[config.mk]
export PLATFORM = sky130hd
export DESIGN_NAME = cla4_seq_add32_flat
export DESIGN_NICKNAME = d
export VERILOG_FILES = /design/src/rtl/cla4_seq_add32_if.sv /design/src/rtl/cla4_seq_add32.sv /design/src/flat_wrapper.sv
export SDC_FILE = /design/constraint.sdc
export NUM_CORES = 1
export LEC_CHECK = 0
export CAP_MARGIN = 20
export CORE_MARGIN = 2
export CORE_UTILIZATION = 43
export DETAILED_ROUTE_END_ITERATION = 10
export GPL_TIMING_DRIVEN = 0
export HOLD_SLACK_MARGIN = 0.02
export PLACE_DENSITY = 0.78
export SETUP_SLACK_MARGIN = 0.05
export SLEW_MARGIN = 20
export SYNTH_ARGS = -nofsm -noshare
export SYNTH_HDL_FRONTEND = slang
export SYNTH_SLANG_ARGS = --single-unit
[constraint.sdc]
create_clock -name clk -period 2.8 [get_ports clk]
set_clock_uncertainty 0.15 [all_clocks]
set_input_delay 0.84 -clock clk [delete_from_list [all_inputs] [get_ports clk]]
set_output_delay 0.84 -clock clk [all_outputs]
set_load 0.01 [all_outputs]
[src/rtl/cla4_seq_add32_if.sv]
// Start/done handshake and operand/result bundle for the nibble-serial adder.
// The master drives the request side; the slave (the adder) drives the result side.
interface cla4_seq_add32_if #(
   parameter int unsigned WIDTH = 32
);
   logic             i_start;
   logic             i_sub;
   logic [WIDTH-1:0] i_a;
   logic [WIDTH-1:0] i_b;
   logic             o_busy;
   logic             o_done;
   logic [WIDTH-1:0] o_s;
   logic             o_co;
   logic             o_ovf;

   modport master (
      output i_start, i_sub, i_a, i_b,
      input  o_busy, o_done, o_s, o_co, o_ovf
   );

   modport slave (
      input  i_start, i_sub, i_a, i_b,
      output o_busy, o_done, o_s, o_co, o_ovf
   );
endinterface

[src/rtl/cla4_seq_add32.sv]
// WIDTH-bit add/subtract built from one time-shared 4-bit carry look-ahead
// slice, one nibble per clock LSB first, with a start/busy/done handshake.
module cla4_seq_add32 #(
   parameter int unsigned WIDTH = 32
) (
   input  logic             clk,
   input  logic             reset_n,
   cla4_seq_add32_if.slave  bus
);
   localparam int unsigned NIB = WIDTH / 4;
   localparam int unsigned CW  = $clog2(NIB) + 1;

   typedef enum logic [1:0] {
      ST_IDLE = 2'd0,
      ST_BUSY = 2'd1,
      ST_DONE = 2'd2
   } state_t;

   state_t           r_state, w_state_nxt;
   logic [CW-1:0]    r_cnt, w_cnt_nxt;
   logic             r_carry, w_carry_nxt;
   logic [WIDTH-1:0] r_a, w_a_nxt;
   logic [WIDTH-1:0] r_b, w_b_nxt;
   logic [WIDTH-1:0] r_s, w_s_nxt;
   logic             r_co, w_co_nxt;
   logic             r_ovf, w_ovf_nxt;
   logic             r_busy;
   logic             r_done;

   logic [CW+1:0]    w_sh;
   logic [3:0]       w_na, w_nb, w_ns;
   logic [3:0]       w_g, w_p;
   logic [4:0]       w_c;

   // Current nibble of each operand register
   assign w_sh = {r_cnt, 2'b00};
   assign w_na = 4'(r_a >> w_sh);
   assign w_nb = 4'(r_b >> w_sh);

   // 4-bit carry look-ahead slice: all carries from generate/propagate in parallel
   always_comb begin
      w_g    = w_na & w_nb;
      w_p    = w_na ^ w_nb;
      w_c[0] = r_carry;
      w_c[1] = w_g[0] | (w_p[0] & r_carry);
      w_c[2] = w_g[1] | (w_p[1] & w_g[0]) | (w_p[1] & w_p[0] & r_carry);
      w_c[3] = w_g[2] | (w_p[2] & w_g[1]) | (w_p[2] & w_p[1] & w_g[0])
             | (w_p[2] & w_p[1] & w_p[0] & r_carry);
      w_c[4] = w_g[3] | (w_p[3] & w_g[2]) | (w_p[3] & w_p[2] & w_g[1])
             | (w_p[3] & w_p[2] & w_p[1] & w_g[0])
             | (w_p[3] & w_p[2] & w_p[1] & w_p[0] & r_carry);
      w_ns   = w_p ^ w_c[3:0];
   end

   // Next-state and datapath update
   always_comb begin
      w_state_nxt = r_state;
      w_cnt_nxt   = r_cnt;
      w_carry_nxt = r_carry;
      w_a_nxt     = r_a;
      w_b_nxt     = r_b;
      w_s_nxt     = r_s;
      w_co_nxt    = r_co;
      w_ovf_nxt   = r_ovf;

      unique case (r_state)
         ST_IDLE, ST_DONE: begin
            if (bus.i_start) begin
               w_state_nxt = ST_BUSY;
               w_a_nxt     = bus.i_a;
               w_b_nxt     = bus.i_sub ? ~bus.i_b : bus.i_b;
               w_carry_nxt = bus.i_sub;
               w_cnt_nxt   = '0;
               w_s_nxt     = '0;
               w_co_nxt    = 1'b0;
               w_ovf_nxt   = 1'b0;
            end else begin
               w_state_nxt = ST_IDLE;
            end
         end
         ST_BUSY: begin
            w_s_nxt     = (r_s & ~(WIDTH'(4'hF) << w_sh)) | (WIDTH'(w_ns) << w_sh);
            w_carry_nxt = w_c[4];
            w_cnt_nxt   = r_cnt + CW'(1);
            if (r_cnt == CW'(NIB - 1)) begin
               w_state_nxt = ST_DONE;
               w_co_nxt    = w_c[4];
               // Overflow: operands (b already inverted for sub) agree in sign, result does not
               w_ovf_nxt   = (r_a[WIDTH-1] == r_b[WIDTH-1]) & (w_ns[3] != r_a[WIDTH-1]);
            end
         end
         default: w_state_nxt = ST_IDLE;
      endcase
   end

   always_ff @(posedge clk or negedge reset_n) begin
      if (!reset_n) begin
         r_state <= ST_IDLE;
         r_cnt   <= '0;
         r_carry <= 1'b0;
         r_a     <= '0;
         r_b     <= '0;
         r_s     <= '0;
         r_co    <= 1'b0;
         r_ovf   <= 1'b0;
         r_busy  <= 1'b0;
         r_done  <= 1'b0;
      end else begin
         r_state <= w_state_nxt;
         r_cnt   <= w_cnt_nxt;
         r_carry <= w_carry_nxt;
         r_a     <= w_a_nxt;
         r_b     <= w_b_nxt;
         r_s     <= w_s_nxt;
         r_co    <= w_co_nxt;
         r_ovf   <= w_ovf_nxt;
         r_busy  <= (w_state_nxt == ST_BUSY);
         r_done  <= (w_state_nxt == ST_DONE);
      end
   end

   assign bus.o_busy = r_busy;
   assign bus.o_done = r_done;
   assign bus.o_s    = r_s;
   assign bus.o_co   = r_co;
   assign bus.o_ovf  = r_ovf;
endmodule

[src/flat_wrapper.sv]
// flat-port wrapper written by rule: the top's interface ports become plain ports
module cla4_seq_add32_flat 
#(
   parameter int unsigned WIDTH = 32
)
  (clk, reset_n, bus_i_start, bus_i_sub, bus_i_a, bus_i_b, bus_o_busy, bus_o_done, bus_o_s, bus_o_co, bus_o_ovf);
  cla4_seq_add32_if #(.WIDTH(WIDTH)) bus_i ();
  input  logic clk;
  input  logic reset_n;
  input wire logic [$bits(bus_i.i_start)-1:0] bus_i_start;
  input wire logic [$bits(bus_i.i_sub)-1:0] bus_i_sub;
  input wire logic [$bits(bus_i.i_a)-1:0] bus_i_a;
  input wire logic [$bits(bus_i.i_b)-1:0] bus_i_b;
  output wire logic [$bits(bus_i.o_busy)-1:0] bus_o_busy;
  output wire logic [$bits(bus_i.o_done)-1:0] bus_o_done;
  output wire logic [$bits(bus_i.o_s)-1:0] bus_o_s;
  output wire logic [$bits(bus_i.o_co)-1:0] bus_o_co;
  output wire logic [$bits(bus_i.o_ovf)-1:0] bus_o_ovf;
  assign bus_i.i_start = bus_i_start;
  assign bus_i.i_sub = bus_i_sub;
  assign bus_i.i_a = bus_i_a;
  assign bus_i.i_b = bus_i_b;
  assign bus_o_busy = bus_i.o_busy;
  assign bus_o_done = bus_i.o_done;
  assign bus_o_s = bus_i.o_s;
  assign bus_o_co = bus_i.o_co;
  assign bus_o_ovf = bus_i.o_ovf;
  cla4_seq_add32 #(.WIDTH(WIDTH)) u_core (.clk(clk), .reset_n(reset_n), .bus(bus_i));
endmodule
==> flow_summary.toml <==
[critical_path]
path_max_fanout = 8
arrival_ns = 2.88
critical_path.startpoint_type = "register"
crit_type = "reg2reg"
required_ns = 2.89
setup.worst_path.end_class = "register"

[global_route]
grt_usage_pct = 20.83
first_global_vias = 4192
grt-ovfl-total = 0
grt_pass1_wl_mm = 20.81
grt_max_degree = 78
antenna_found_initial = 0

[power_and_ir_drop]
combPwrFrac_pct = 55.6
p_per_area_mw_per_mm2 = 1259
intPower_mw = 5.113
switching_power_mw = 3.532
power_frac_clock_pct = 14.2
seqPwrFrac_pct = 30.2
vdd_drop_max_mv = 0.7263
p_leak_nw = 3.067
switching_share_pct = 40.85
finalPower_mw = 8.645

[synth]
ys_seq_area_share_pct = 53.26
syn_avg_cell_area_um2 = 10.61
syn_area_mm2 = 0.005027
syn-num-nets = 554
yosys_most_used_dff = "dfrtp_1"
async_flop_share_pct = 100.0
ys_types = 34
synth_edf_count = 0
synth_cells = 474
synth-seq-cells = 107
ys_warn_count = 0

[die]
rows = 39
ios = 104
die_x_um = 112.1
design.core.area_mm2 = 0.01142
die_h_um = 112.1
die_area_mm2 = 0.01257
start_util_pct = 44.03

[cts]
cts_tree = "built"
cts_made_buffers = 9
clk_pin_slew_worst_paths_ns = 0.07
clock_path_buffers = 2
cts.htree.levels = 3
cts_sinks = 107
root_buffer = "clkbuf_16"
clk_latency_ns = 0.35

[route]
drt_iter0_markers = 291
vias_per_cell = 5.441
totalWireLength_mm = 12.97
drtPass1Iterations = 5
ant_nets = 0
drcViolationCount = 0
wl_per_cell_um = 17.34
vias = 4070

[layout]
stdcell_area_mm2 = 0.006869
nets = 680
multiInputGateArea_mm2 = 0.002349
final_common_cell = "nand2_1"
nFillCells = 933
area.growth.synth_to_final_pct = 36.64
seqCellArea_mm2 = 0.002680
drive_above_1_share_pct = 16.20
most-common-layout-cells = "nand2_1 (147), dfrtp_1 (105), clkdlybuf4s50_1 (101), o21ai_0 (37), xnor2_1 (32)"
n_antenna_cell = 0

[sta]
setup_viol = 0
max_slew_margin_pct = 64.58
period_share_pct = 99.81
tightest_slew_ns = 0.5313
grt_setup_unrepaired = "true"
timing.final.hold_violations = 0
fmax_mhz = 357.8
slew_viol_final = 0
min_period_ns = 2.795

[placed_design]
placed_area_mm2 = 0.006256
port_buffers = 102
dp_hpwl_mm = 9.091
routabilityCongestion = 0.8485

[outcome]
status = "finished, final reports clean"

[job]
drv_cap = 0

[worst_hold_path]
hold_path_class = "in2async"
-- registers in the layout (all words and copies together), names as in the netlist --
signal             count
u_core.bus.o_busy      1
u_core.r_state         2
u_core.bus.o_s        32
u_core.r_carry         1
u_core.r_b            32
u_core.r_a            32
u_core.bus.o_done      1
u_core.bus.o_co        1
u_core.bus.o_ovf       1
u_core.r_cnt           4
-- cell type report --
type | count | share of cell area [%]
buffer | 27 | 2.386
clock buffer | 10 | 3.479
clock inverter | 6 | 0.7104
inverter | 6 | 0.3279
multi-input combinational | 333 | 34.19
sequential | 107 | 39.02
tap | 143 | 2.605
timing repair buffer | 116 | 17.29
-- worst paths after layout --
path                                 start                 end  slack, ns  cells past startpoint
max                        u_core.r_cnt[0]  u_core.bus.o_s[23]      0.005                     10
min                                reset_n  u_core.bus.o_s[27]       0.21                      1
max reg2reg                u_core.r_cnt[0]  u_core.bus.o_s[23]      0.005                     10
min reg2reg                 u_core.r_a[11]      u_core.r_a[11]       0.32                      2
max in group asynchronous          reset_n     u_core.r_cnt[1]       1.62                      2
min in group clk            u_core.r_a[11]      u_core.r_a[11]       0.32                      2
-- worst max-delay path: stages (launching register included) --
cell and delay (ns):
dfrtp_2 0.43, buf_12 0.15, mux4_2 0.53, nand2_2 0.09
a21oi_2 0.06, ha_1 0.34, a41oi_2 0.26, o21ai_4 0.12
xor2_4 0.18, buf_12 0.16, a32o_1 0.21
-- metal layers --
layer,vias to the layer above,share of wire [%],global-route usage (%)
met5,-,0,0
met4,0,1.0,4.878
met3,13,6.3,3.942
met2,160,52,36.27
met1,2032,40,27.25
li1,1865,-,-
-- Yosys cell counts, types with 6 or more instances --
| cell | count | area share (%) |
|---|---|---|
| a21oi_1 | 17 | 1.7 |
| a22o_1 | 28 | 4.9 |
| buf_2 | 14 | 1.4 |
| clkbuf_1 | 9 | 0.67 |
| dfrtp_1 | 107 | 53 |
| ha_1 | 11 | 2.7 |
| inv_1 | 6 | 0.45 |
| mux4_2 | 16 | 7.2 |
| nand2_1 | 154 | 11 |
| o21ai_0 | 37 | 3.7 |
| xnor2_1 | 33 | 5.7 |
-- stage by stage --
| stage | TNS, ns | setup slack [ns] | instances | util [%] | hold slack (ns) |
|---|---|---|---|---|---|
| global placement | -325.58 | -2.987 | 719 | 54.54 | 0.3041 |
| detailed placement | -11.48 | -0.5995 | 720 | 54.79 | 0.3065 |
| floorplan | 0 | 0.07269 | 474 | - | 0.2903 |
| global route | -0.3920 | -0.06731 | 748 | 60.16 | 0.2259 |
| finish | 0 | 0.005247 | 748 | 60.16 | 0.2121 |
| CTS | -0.2842 | -0.05441 | 746 | 59.50 | 0.2184 |
-- repair_timing --
action / in CTS / in global routing
resized for setup: 32 / 15
endpoints found under the setup margin: 35 / 32
hold buffers: 0 / 0
cloned: 1 / 0
buffers inserted: 9 / 5
pin swaps: 15 / 12
-- power by group through the flow --
stage	sequential [mW]	clock, mW	combinational (mW)
finish	2.61	1.22	4.81
global route	2.68	1.30	5.19
global placement	2.57	0	3.51
CTS	2.60	1.23	4.50
floorplan	2.56	0	2.40
detailed placement	2.62	0	3.67
-- cell families (layout without fill, tap and decap cells) --
kind of cell               count (synthesis)  count (layout)  share of synthesized area [%]
DFF                                      107             107                          53.26
xor gates and xnor gates                  35              35                          6.247
muxes                                     16              16                          7.168
adders and majority gates                 12              12                          3.136
buffers and inverters                     34             165                          3.036
and+or+nand+nor                          174             174                          14.58
AOI/OAI and AO/OA                         96              96                          12.57
Note: power is estimated with default switching activity, not from simulation.
